## src/rtl/ntt_pkg.sv

```systemverilog
// Shared constants for the PE3 NTT datapath: transform geometry, write-back latency
// and the stage-sequencer state encoding.
package ntt_pkg;

  localparam int N      = 512;
  localparam int LOGN   = 9;
  localparam int ADDR_W = 9;
  localparam int RD_LAT = 1;
  localparam int PE_LAT = 6;
  localparam int WB_LAT = RD_LAT + PE_LAT;

  localparam logic [1:0] IDLE  = 2'd0;
  localparam logic [1:0] ISSUE = 2'd1;
  localparam logic [1:0] DRAIN = 2'd2;
  localparam logic [1:0] DONE  = 2'd3;

endpackage

```

## src/rtl/pe3_stage_ctrl_if.sv

```systemverilog
// Scheduler-facing control and memory-facing address bus of the PE3 stage sequencer.
// The master side is the NTT scheduler / memory; the slave side is pe3_stage_ctrl.
interface pe3_stage_ctrl_if #(
  parameter int ADDR_W = ntt_pkg::ADDR_W
) ();

  logic              start;
  logic [3:0]        stage;
  logic              sel_ntt_in;
  logic              busy;
  logic              done;
  logic              err;
  logic              rd_en;
  logic [ADDR_W-1:0] rd_addr_u;
  logic [ADDR_W-1:0] rd_addr_v;
  logic              wr_en;
  logic [ADDR_W-1:0] wr_addr_u;
  logic [ADDR_W-1:0] wr_addr_v;
  logic              sel_ntt;

  modport master (
    output start, stage, sel_ntt_in,
    input  busy, done, err, rd_en, rd_addr_u, rd_addr_v,
    input  wr_en, wr_addr_u, wr_addr_v, sel_ntt
  );

  modport slave (
    input  start, stage, sel_ntt_in,
    output busy, done, err, rd_en, rd_addr_u, rd_addr_v,
    output wr_en, wr_addr_u, wr_addr_v, sel_ntt
  );

endinterface

```

## src/rtl/addr_delay_line.sv

```systemverilog
// Fixed-depth, no-stall shift register carrying {valid, addr_u, addr_v} from the
// read issue point to the write-back point; reset clears only the valid bits.
module addr_delay_line #(
  parameter int DEPTH  = ntt_pkg::WB_LAT,
  parameter int ADDR_W = ntt_pkg::ADDR_W
) (
  input  logic              clk,
  input  logic              rst,
  input  logic              in_valid,
  input  logic [ADDR_W-1:0] in_addr_u,
  input  logic [ADDR_W-1:0] in_addr_v,
  output logic [DEPTH-1:0]  valid_vec,
  output logic              out_valid,
  output logic [ADDR_W-1:0] out_addr_u,
  output logic [ADDR_W-1:0] out_addr_v
);

  logic [DEPTH-1:0]    valid_q;
  logic [ADDR_W-1:0]   u_q [DEPTH];
  logic [ADDR_W-1:0]   v_q [DEPTH];

  // NOTE: sequential state uses non-blocking assignments so every stage samples
  // its predecessor's pre-edge value and the shift is order independent.
  always_ff @(posedge clk) begin
    if (!rst) begin
      valid_q <= '0;
    end else begin
      valid_q[0] <= in_valid;
      for (int i = 1; i < DEPTH; i++) valid_q[i] <= valid_q[i-1];
    end
  end

  // NOTE: the address payload is deliberately not reset; it is only meaningful
  // when its valid bit is set, and leaving it unreset keeps it a plain register array.
  always_ff @(posedge clk) begin
    u_q[0] <= in_addr_u;
    v_q[0] <= in_addr_v;
    for (int i = 1; i < DEPTH; i++) begin
      u_q[i] <= u_q[i-1];
      v_q[i] <= v_q[i-1];
    end
  end

  assign valid_vec  = valid_q;
  assign out_valid  = valid_q[DEPTH-1];
  assign out_addr_u = u_q[DEPTH-1];
  assign out_addr_v = v_q[DEPTH-1];

endmodule

```

## src/rtl/pe3_stage_ctrl.sv

```systemverilog
// Sequencer for one radix-2 NTT layer on PE3: walks the N/2 butterfly pairs of a
// stage, issues paired reads, and replays the addresses as write-backs after LAT cycles.
module pe3_stage_ctrl #(
  parameter int N      = ntt_pkg::N,
  parameter int LOGN   = ntt_pkg::LOGN,
  parameter int ADDR_W = ntt_pkg::ADDR_W,
  parameter int RD_LAT = ntt_pkg::RD_LAT,
  parameter int PE_LAT = ntt_pkg::PE_LAT
) (
  input  logic               clk,
  input  logic               rst,
  pe3_stage_ctrl_if.slave    bus
);

  import ntt_pkg::IDLE;
  import ntt_pkg::ISSUE;
  import ntt_pkg::DRAIN;
  import ntt_pkg::DONE;

  localparam int                KW        = LOGN - 1;
  localparam int                DEPTH     = RD_LAT + PE_LAT;
  localparam logic [KW-1:0]     K_LAST    = KW'(N / 2 - 1);
  localparam logic [3:0]        STAGE_LIM = 4'(LOGN);
  localparam logic [DEPTH-1:0]  TAIL_MASK = DEPTH'(1) << (DEPTH - 1);
  localparam logic [ADDR_W-1:0] ONE       = ADDR_W'(1);

  logic [1:0]        state;
  logic [KW-1:0]     k;
  logic [3:0]        stage_q;
  logic              sel_q;
  logic              err_q;

  logic [ADDR_W-1:0] kx;
  logic [ADDR_W-1:0] span;
  logic [ADDR_W-1:0] addr_u;
  logic [ADDR_W-1:0] addr_v;

  logic [DEPTH-1:0]  dl_valid;
  logic              wb_valid;
  logic [ADDR_W-1:0] wb_u;
  logic [ADDR_W-1:0] wb_v;

  logic              issuing;
  logic              drain_clear;

  assign issuing = (state == ISSUE);

  // Leaving DRAIN when only the tail entry is still valid lets that last write
  // retire in the same cycle the FSM moves on, so done follows it immediately.
  assign drain_clear = (dl_valid & ~TAIL_MASK) == '0;

  // NOTE: every signal of this block is assigned on every pass, so it stays
  // purely combinational and no latch is inferred.
  always_comb begin
    kx     = ADDR_W'(k);
    span   = ONE << stage_q;
    addr_u = ((kx >> stage_q) << (stage_q + 4'd1)) | (kx & (span - ONE));
    addr_v = addr_u + span;
  end

  always_ff @(posedge clk) begin
    if (!rst) begin
      state   <= IDLE;
      k       <= '0;
      stage_q <= '0;
      sel_q   <= 1'b0;
      err_q   <= 1'b0;
    end else begin
      err_q <= 1'b0;
      case (state)
        IDLE: begin
          if (bus.start) begin
            if (bus.stage < STAGE_LIM) begin
              state   <= ISSUE;
              stage_q <= bus.stage;
              sel_q   <= bus.sel_ntt_in;
              k       <= '0;
            end else begin
              err_q <= 1'b1;
            end
          end
        end
        ISSUE: begin
          k <= k + 1'b1;
          if (k == K_LAST) state <= DRAIN;
        end
        DRAIN:   if (drain_clear) state <= DONE;
        DONE:    state <= IDLE;
        default: state <= IDLE;
      endcase
    end
  end

  addr_delay_line #(
    .DEPTH  (DEPTH),
    .ADDR_W (ADDR_W)
  ) u_delay (
    .clk        (clk),
    .rst        (rst),
    .in_valid   (issuing),
    .in_addr_u  (addr_u),
    .in_addr_v  (addr_v),
    .valid_vec  (dl_valid),
    .out_valid  (wb_valid),
    .out_addr_u (wb_u),
    .out_addr_v (wb_v)
  );

  assign bus.busy      = (state == ISSUE) || (state == DRAIN);
  assign bus.done      = (state == DONE);
  assign bus.err       = err_q;
  assign bus.sel_ntt   = sel_q;

  assign bus.rd_en     = issuing;
  assign bus.rd_addr_u = issuing ? addr_u : '0;
  assign bus.rd_addr_v = issuing ? addr_v : '0;

  // The datapath writes bf_lower (u+w*v) to wr_addr_u and bf_upper (u-w*v) to wr_addr_v.
  assign bus.wr_en     = wb_valid;
  assign bus.wr_addr_u = wb_valid ? wb_u : '0;
  assign bus.wr_addr_v = wb_valid ? wb_v : '0;

endmodule

```

## src/flat_wrapper.sv

```systemverilog
// flat-port wrapper written by rule: the top's interface ports become plain ports
module pe3_stage_ctrl_flat import ntt_pkg::IDLE; import ntt_pkg::ISSUE; import ntt_pkg::DRAIN; import ntt_pkg::DONE;
#(
  parameter int N      = ntt_pkg::N,
  parameter int LOGN   = ntt_pkg::LOGN,
  parameter int ADDR_W = ntt_pkg::ADDR_W,
  parameter int RD_LAT = ntt_pkg::RD_LAT,
  parameter int PE_LAT = ntt_pkg::PE_LAT
)
  (clk, rst, bus_start, bus_stage, bus_sel_ntt_in, bus_busy, bus_done, bus_err, bus_rd_en, bus_rd_addr_u, bus_rd_addr_v, bus_wr_en, bus_wr_addr_u, bus_wr_addr_v, bus_sel_ntt);
  pe3_stage_ctrl_if #(.ADDR_W(ADDR_W)) bus_i ();
  input  logic clk;
  input  logic rst;
  input wire logic [$bits(bus_i.start)-1:0] bus_start;
  input wire logic [$bits(bus_i.stage)-1:0] bus_stage;
  input wire logic [$bits(bus_i.sel_ntt_in)-1:0] bus_sel_ntt_in;
  output wire logic [$bits(bus_i.busy)-1:0] bus_busy;
  output wire logic [$bits(bus_i.done)-1:0] bus_done;
  output wire logic [$bits(bus_i.err)-1:0] bus_err;
  output wire logic [$bits(bus_i.rd_en)-1:0] bus_rd_en;
  output wire logic [$bits(bus_i.rd_addr_u)-1:0] bus_rd_addr_u;
  output wire logic [$bits(bus_i.rd_addr_v)-1:0] bus_rd_addr_v;
  output wire logic [$bits(bus_i.wr_en)-1:0] bus_wr_en;
  output wire logic [$bits(bus_i.wr_addr_u)-1:0] bus_wr_addr_u;
  output wire logic [$bits(bus_i.wr_addr_v)-1:0] bus_wr_addr_v;
  output wire logic [$bits(bus_i.sel_ntt)-1:0] bus_sel_ntt;
  assign bus_i.start = bus_start;
  assign bus_i.stage = bus_stage;
  assign bus_i.sel_ntt_in = bus_sel_ntt_in;
  assign bus_busy = bus_i.busy;
  assign bus_done = bus_i.done;
  assign bus_err = bus_i.err;
  assign bus_rd_en = bus_i.rd_en;
  assign bus_rd_addr_u = bus_i.rd_addr_u;
  assign bus_rd_addr_v = bus_i.rd_addr_v;
  assign bus_wr_en = bus_i.wr_en;
  assign bus_wr_addr_u = bus_i.wr_addr_u;
  assign bus_wr_addr_v = bus_i.wr_addr_v;
  assign bus_sel_ntt = bus_i.sel_ntt;
  pe3_stage_ctrl #(.N(N), .LOGN(LOGN), .ADDR_W(ADDR_W), .RD_LAT(RD_LAT), .PE_LAT(PE_LAT)) u_core (.clk(clk), .rst(rst), .bus(bus_i));
endmodule
```

## config.mk

```make
export PLATFORM = sky130hd
export DESIGN_NAME = pe3_stage_ctrl_flat
export DESIGN_NICKNAME = d
export VERILOG_FILES = /design/src/rtl/ntt_pkg.sv /design/src/rtl/pe3_stage_ctrl_if.sv /design/src/rtl/addr_delay_line.sv /design/src/rtl/pe3_stage_ctrl.sv /design/src/flat_wrapper.sv
export SDC_FILE = /design/constraint.sdc
export NUM_CORES = 1
export LEC_CHECK = 0
export ABC_CLOCK_PERIOD_IN_PS = 8600
export CAP_MARGIN = 20
export CORE_MARGIN = 3
export CORE_UTILIZATION = 50
export DETAILED_ROUTE_END_ITERATION = 6
export PLACE_DENSITY = 0.71
export SLEW_MARGIN = 20
export SYNTH_ARGS = -nofsm -noshare
export SYNTH_HDL_FRONTEND = slang
export SYNTH_SLANG_ARGS = --single-unit
```

## constraint.sdc

```tcl
create_clock -name clk -period 8.6 [get_ports clk]
set_input_delay 2.15 -clock clk [delete_from_list [all_inputs] [get_ports clk]]
set_output_delay 2.15 -clock clk [all_outputs]
set_load 0.02 [all_outputs]
```

==> impl_metrics.yaml, run 1 <==
clock_tree:
  post_cts_buffers: 0
  htree_num_levels: 4
  hold_buffers: 0
  insertion_delay_ps: 510
  cts_tree: "built"
  cts_buffer_depth: 2
  numCtsBuffers: 17
  ctsResizeCount: 0
  cts.sink_count: 149
  root_buffer: "clkbuf_8"
  clk_pin_slew_ps: 60
sta:
  max_freq_mhz: 137
  setup_viol: 0
  skew_ps: 6.38
  timing.final.crit_share_pct: 84.8
  slew_headroom_pct: 52.6
  drv_slew: 0
  rsz0062_at_grt: "no"
  worst_pin_slew_ps: 709
  fin_ws_ps: 1300
  setup_tns_ps: 0
  fin_crit_ps: 7300
  hold_violations: 0
synth:
  ys_types: 65
  synth_area_sq_mm: 0.00515
  yosysSeqAreaShare_pct: 57.9
  yosysTopAreaCell: "dfxtp_1"
  synth_edf_count: 0
  synth_top_area_share_pct: 57.9
  synth-seq-cells: 149
  syn-num-nets: 496
  async_reset_ff_share_pct: 0
  syn_area_per_cell_sq_um: 11.0
  synth.area.top_cells: "dfxtp_1 (58%), and2_1 (5.2%), ha_1 (4.9%)"
  yosysWarningCount: 0
  synth_cells: 467
  synthFlopType: "dfxtp_1"
final_layout:
  fillers: 777
  area_delta_synth_final_pct: 22.8
  drive_gt1_share_pct: 9.68
  final_cell_mix: "dfxtp_1 (149), clkdlybuf4s50_1 (49), and2_1 (43)"
  nets: 544
  multi_input_area_sq_mm: 0.00200
  final_area_sq_mm: 0.00633
  seq_area_sq_mm: 0.00298
  final_common_cell: "dfxtp_1"
  num_antenna_cells: 0
global_routing:
  antenna_found_initial: 0
  grt_max_degree: 29
  track_usage_pct: 19.3
  grt_pass1_wl_mm: 17.1
  grt-ovfl-total: 0
  grt_pass1_vias: 3368
power_and_ir_drop:
  leakage_nw: 2.57
  power.density_mw_per_mm2: 303
  ir_drop_uv: 153
  intPower_mw: 1.41
  switching_share_pct: 26.2
  clkPwrFrac_pct: 38.7
  p_comb_share_pct: 15.7
  power.switching_uw: 502
  pwr-share-seq_pct: 45.6
placed_design:
  dp_hpwl_mm: 7.22
  pre_cts_ws_ps: 1810
  port_buffers: 49
  routabilityCongestion: 0.928
  place_area_sq_mm: 0.00573
die:
  die_area_sq_mm: 0.0116
  die_h_um: 108
  num_rows: 36
  io_pins: 50
  die_w_um: 108
  initial_core_util_pct: 52.0
  core-area_sq_mm: 0.00991
worst_setup_path:
  crit_path_start_kind: "register"
  endpoint_kind: "primary output"
  crit_buf_inv: 3
  crit_family: "compound AO/OA/AOI/OAI gates"
  critPathMaxStageDelay_ps: 670
  slowest_stage: "clkdlybuf4s50_1"
  cp_max_fo: 16
  crit_chain: "inv_1 > ha_1 > or4b_1 > o21ai_0 > ha_1 > inv_1 > fa_1 > nor2b_1 > o2111ai_1 > a31o_2 > nand2_1 > o21ai_0 > a2111oi_2 > clkdlybuf4s50_1"
  crit_arrival_ps: 5150
  cp_data_required_time_ps: 6450
  setup.worst_path.class: "reg2out"
detailed_routing:
  drtIter0Drc: 211
  final_antenna_net_count: 0
  num_vias: 3391
  drc_errors: 0
  wire_per_inst_um: 15.9
  dr.pass1.iters: 4
  viasPerCell: 5.14
  drt_wl_total_mm: 10.5
hold_path:
  hold_class: "reg2reg"
run:
  drv_cap: 0
status:
  status: "completed"
-- power groups by stage --
stage / sequential, mW / combinational (mW) / clock (mW)
after global routing: 0.889 / 0.331 / 0.785
after global placement: 0.881 / 0.297 / 0
final: 0.874 / 0.301 / 0.741
after floorplan: 0.869 / 0.218 / 0
after CTS: 0.877 / 0.301 / 0.759
after detailed placement: 0.888 / 0.299 / 0
-- flip-flops by register name, summed over array words and instances (netlist names) --
register and flops:
u_core.bus.err 1, u_core.bus.sel_ntt 1, u_core.k 8, u_core.stage_q 4, u_core.state 2, u_core.u_delay.u_q 63
u_core.u_delay.v_q 63, u_core.u_delay.valid_vec 7
-- logic make-up (layout without fill, tap and decap cells) --
kind of cell	Yosys count	in the layout	share of synthesized area [%]
flip-flops	149	149	57.9
AND/OR/NAND/NOR	149	149	15.8
AO/OA/AOI/OAI	71	71	10.3
buffers and inverters	39	99	3.28
adder cells (fa/ha/maj)	21	21	5.24
XOR/XNOR	19	19	3.23
multiplexers	19	19	4.32
-- worst paths after layout --
check	end	from	cells past startpoint	slack, ps
worst max-delay path	bus_rd_addr_v[8]	u_core.stage_q[0]$_SDFFE_PN0P_	14	1300
worst min-delay path	u_core.u_delay.v_q[5][5]$_DFF_P_	u_core.u_delay.v_q[4][5]$_DFF_P_	0	320
worst max register to register	u_core.u_delay.v_q[0][8]$_DFF_P_	u_core.stage_q[0]$_SDFFE_PN0P_	13	4580
worst min register to register	u_core.u_delay.v_q[5][5]$_DFF_P_	u_core.u_delay.v_q[4][5]$_DFF_P_	0	320
-- metrics by stage --
stage / cells / power, mW / util [%] / hold slack, ps
detailed placement: 629 / 1.19 / 57.8 / 312
CTS: 660 / 1.94 / 63.9 / 325
global route: 660 / 2.00 / 63.9 / 329
global placement: 629 / 1.18 / 57.8 / 310
finish: 660 / 1.92 / 63.9 / 322
floorplan: 467 / 1.09 / - / 310
-- cell usage after synthesis, types with 3 or more instances --
cell	instances
xnor2_1	11
ha_1	20
a21o_1	3
nor2_1	25
inv_1	16
nand3_1	10
nand2_1	24
nand2b_1	6
nor2b_1	15
xor2_1	8
nand4_1	4
or3_1	3
mux2_2	3
mux2i_1	14
buf_2	6
a31oi_1	5
o21ai_0	9
o31ai_1	4
dfxtp_1	149
nor3_1	7
and2_1	43
o2bb2ai_1	3
or2_2	3
clkbuf_1	12
a21oi_1	11
-- area by class of cell --
class / instances / area share, %
clock buffer: 21 / 7.26
sequential: 149 / 47.1
inverter: 16 / 0.949
timing repair buffer: 52 / 8.11
multi-input combinational: 279 / 31.7
clock inverter: 10 / 2.27
tap: 133 / 2.63
-- worst reg2reg max path: cells and delay by family, from the launching register on --
family          cells  cell delay, ps
fa+ha+maj           3            1240
buf+inv             2             230
compound gates      5             980
flops               1             350
simple gates        3            1110
-- per-layer routing --
metal | vias up | global-route usage, % | part of all wire [%]
met5 | - | 0 | 0
met4 | 0 | 5.77 | 1.3
met3 | 9 | 5.76 | 3.6
met2 | 60 | 32.6 | 49
met1 | 1632 | 23.8 | 46
li1 | 1690 | - | -
(Power assumes the default switching activity.)
==> run 2: changes to the inputs <==
- ABC_CLOCK_PERIOD_IN_PS: 8600 -> 7160
- clock period: 8.6 -> 7.16 ns (I/O delays scaled with it)
==> impl_metrics.yaml, run 2 (same netlist as run 1, synthesis figures left out) <==
die:
  die_area_sq_mm: 0.0116
  initial_core_util_pct: 52.0
  core-area_sq_mm: 0.00991
  io_pins: 50
  die_w_um: 108
  die_h_um: 108
  num_rows: 36
placed_design:
  routabilityCongestion: 0.938
  pre_cts_ws_ps: 717
  dp_hpwl_mm: 7.06
  port_buffers: 49
final_layout:
  final_cell_mix: "dfxtp_1 (146), clkdlybuf4s50_1 (49), and2_1 (43)"
  num_antenna_cells: 0
  nets: 545
  fillers: 782
  final_common_cell: "dfxtp_1"
  reg_top3: "u_core.u_delay.u_q x63, u_core.u_delay.v_q x63, u_core.k x8"
  drive_gt1_share_pct: 10.8
  area_delta_synth_final_pct: 22.4
worst_setup_path:
  cp_data_required_time_ps: 5370
  slowest_stage: "clkdlybuf4s50_1"
  crit_chain: "inv_1 > ha_1 > or4b_1 > o21ai_0 > ha_1 > inv_1 > fa_1 > nor2b_1 > o2111ai_1 > a31o_2 > nand2_1 > o21ai_0 > a2111oi_2 > clkdlybuf4s50_1"
  crit_buf_inv: 3
  setup.worst_path.class: "reg2out"
  crit_family: "compound AO/OA/AOI/OAI gates"
  crit_path_start_kind: "register"
  endpoint_kind: "primary output"
  crit_arrival_ps: 4990
  cp_max_fo: 14
  critPathMaxStageDelay_ps: 670
sta:
  slew_headroom_pct: 46.4
  rsz0062_at_grt: "no"
  hold-worst-slack_ps: 324
  timing.final.crit_share_pct: 94.7
  fin_ws_ps: 380
  setup_tns_ps: 0
  fin_crit_ps: 6780
  hold_violations: 0
  setup_viol: 0
  max_freq_mhz: 147
  drv_slew: 0
  worst_pin_slew_ps: 805
  skew_ps: 14.7
detailed_routing:
  viasPerCell: 5.15
  wire_per_inst_um: 14.9
  num_vias: 3407
  final_antenna_net_count: 0
  drt_wl_total_mm: 9.86
  drc_errors: 0
  dr.pass1.iters: 5
  drtIter0Drc: 221
global_routing:
  antenna_found_initial: 0
  track_usage_pct: 18.2
  grt_pass1_vias: 3305
  grt-ovfl-total: 0
  grt_max_degree: 25
  grt_pass1_wl_mm: 16.4
clock_tree:
  cts_buffer_depth: 2
  cts.sink_count: 149
  htree_num_levels: 4
  cts_tree: "built"
  root_buffer: "clkbuf_8"
  clk_pin_slew_ps: 70
  numCtsBuffers: 17
  post_cts_buffers: 0
  insertion_delay_ps: 510
power_and_ir_drop:
  power.density_mw_per_mm2: 353
  leakage_nw: 2.55
  ir_drop_uv: 178
  total_power_mw: 2.23
status:
  status: "completed"
hold_path:
  hold_class: "reg2reg"
run:
  drv_cap: 0
-- run 2: cell types whose count changed in the layout (fill, tap and decap cells not counted) --
cell / before / now
buf_4: 3 / 4
bufinv_16: 3 / 0
clkbuf_1: 1 / 0
clkbuf_8: 4 / 1
clkinv_2: 2 / 0
clkinv_4: 3 / 2
clkinv_8: 0 / 2
clkinvlp_4: 0 / 3
dfxtp_1: 149 / 146
dfxtp_2: 0 / 3
inv_8: 0 / 6
-- run 2: path summary, 6_finish.rpt --
check | startpoint | endpoint | slack, ps | cells past startpoint
setup / recovery | u_core.stage_q[0]$_SDFFE_PN0P_ | bus_rd_addr_v[8] | 380 | 14
hold / removal | u_core.u_delay.v_q[3][1]$_DFF_P_ | u_core.u_delay.v_q[4][1]$_DFF_P_ | 320 | 0
setup reg to reg | u_core.stage_q[0]$_SDFFE_PN0P_ | u_core.u_delay.v_q[0][8]$_DFF_P_ | 3290 | 13
hold reg to reg | u_core.u_delay.v_q[3][1]$_DFF_P_ | u_core.u_delay.v_q[4][1]$_DFF_P_ | 320 | 0
-- run 2: timing repair --
| item | CTS | global route |
|---|---|---|
| setup endpoints to repair | 0 | 1 |
| resized for setup | 0 | 3 |
| hold buffers | 0 | 0 |
-- run 2: stage by stage --
stage               instance area [sq um]  util (%)  cells
finish                               6310      63.7    662
global route                         6310      63.7    662
CTS                                  6300      63.6    662
floorplan                            5150         -    467
global placement                     5730      57.9    630
detailed placement                   5730      57.9    630
-- run 2: layout make-up --
| cell class | instances | area, sq um | share of cell area [%] |
|---|---|---|---|
| Inverter | 16 | 60.1 | 0.952 |
| Clock inverter | 15 | 158 | 2.50 |
| Tap cell | 133 | 166 | 2.64 |
| Timing Repair Buffer | 53 | 520 | 8.25 |
| Sequential cell | 149 | 2990 | 47.3 |
| Multi-Input combinational cell | 279 | 2000 | 31.8 |
| Clock buffer | 17 | 414 | 6.56 |
-- run 2: layer usage --
| layer | global-route usage, % | part of all wire [%] |
|---|---|---|
| met1 | 23.1 | 45 |
| met3 | 4.80 | 4.7 |
| met4 | 6.13 | 1.4 |
| met2 | 30.0 | 49 |
| met5 | 0 | 0 |
-- run 2: report_power, final --
group / internal (mW) / switching [mW] / total (mW)
Clock: 0.448 / 0.376 / 0.824
Sequential: 0.997 / 0.0511 / 1.05
Combinational: 0.141 / 0.216 / 0.357
Total: 1.59 / 0.643 / 2.23
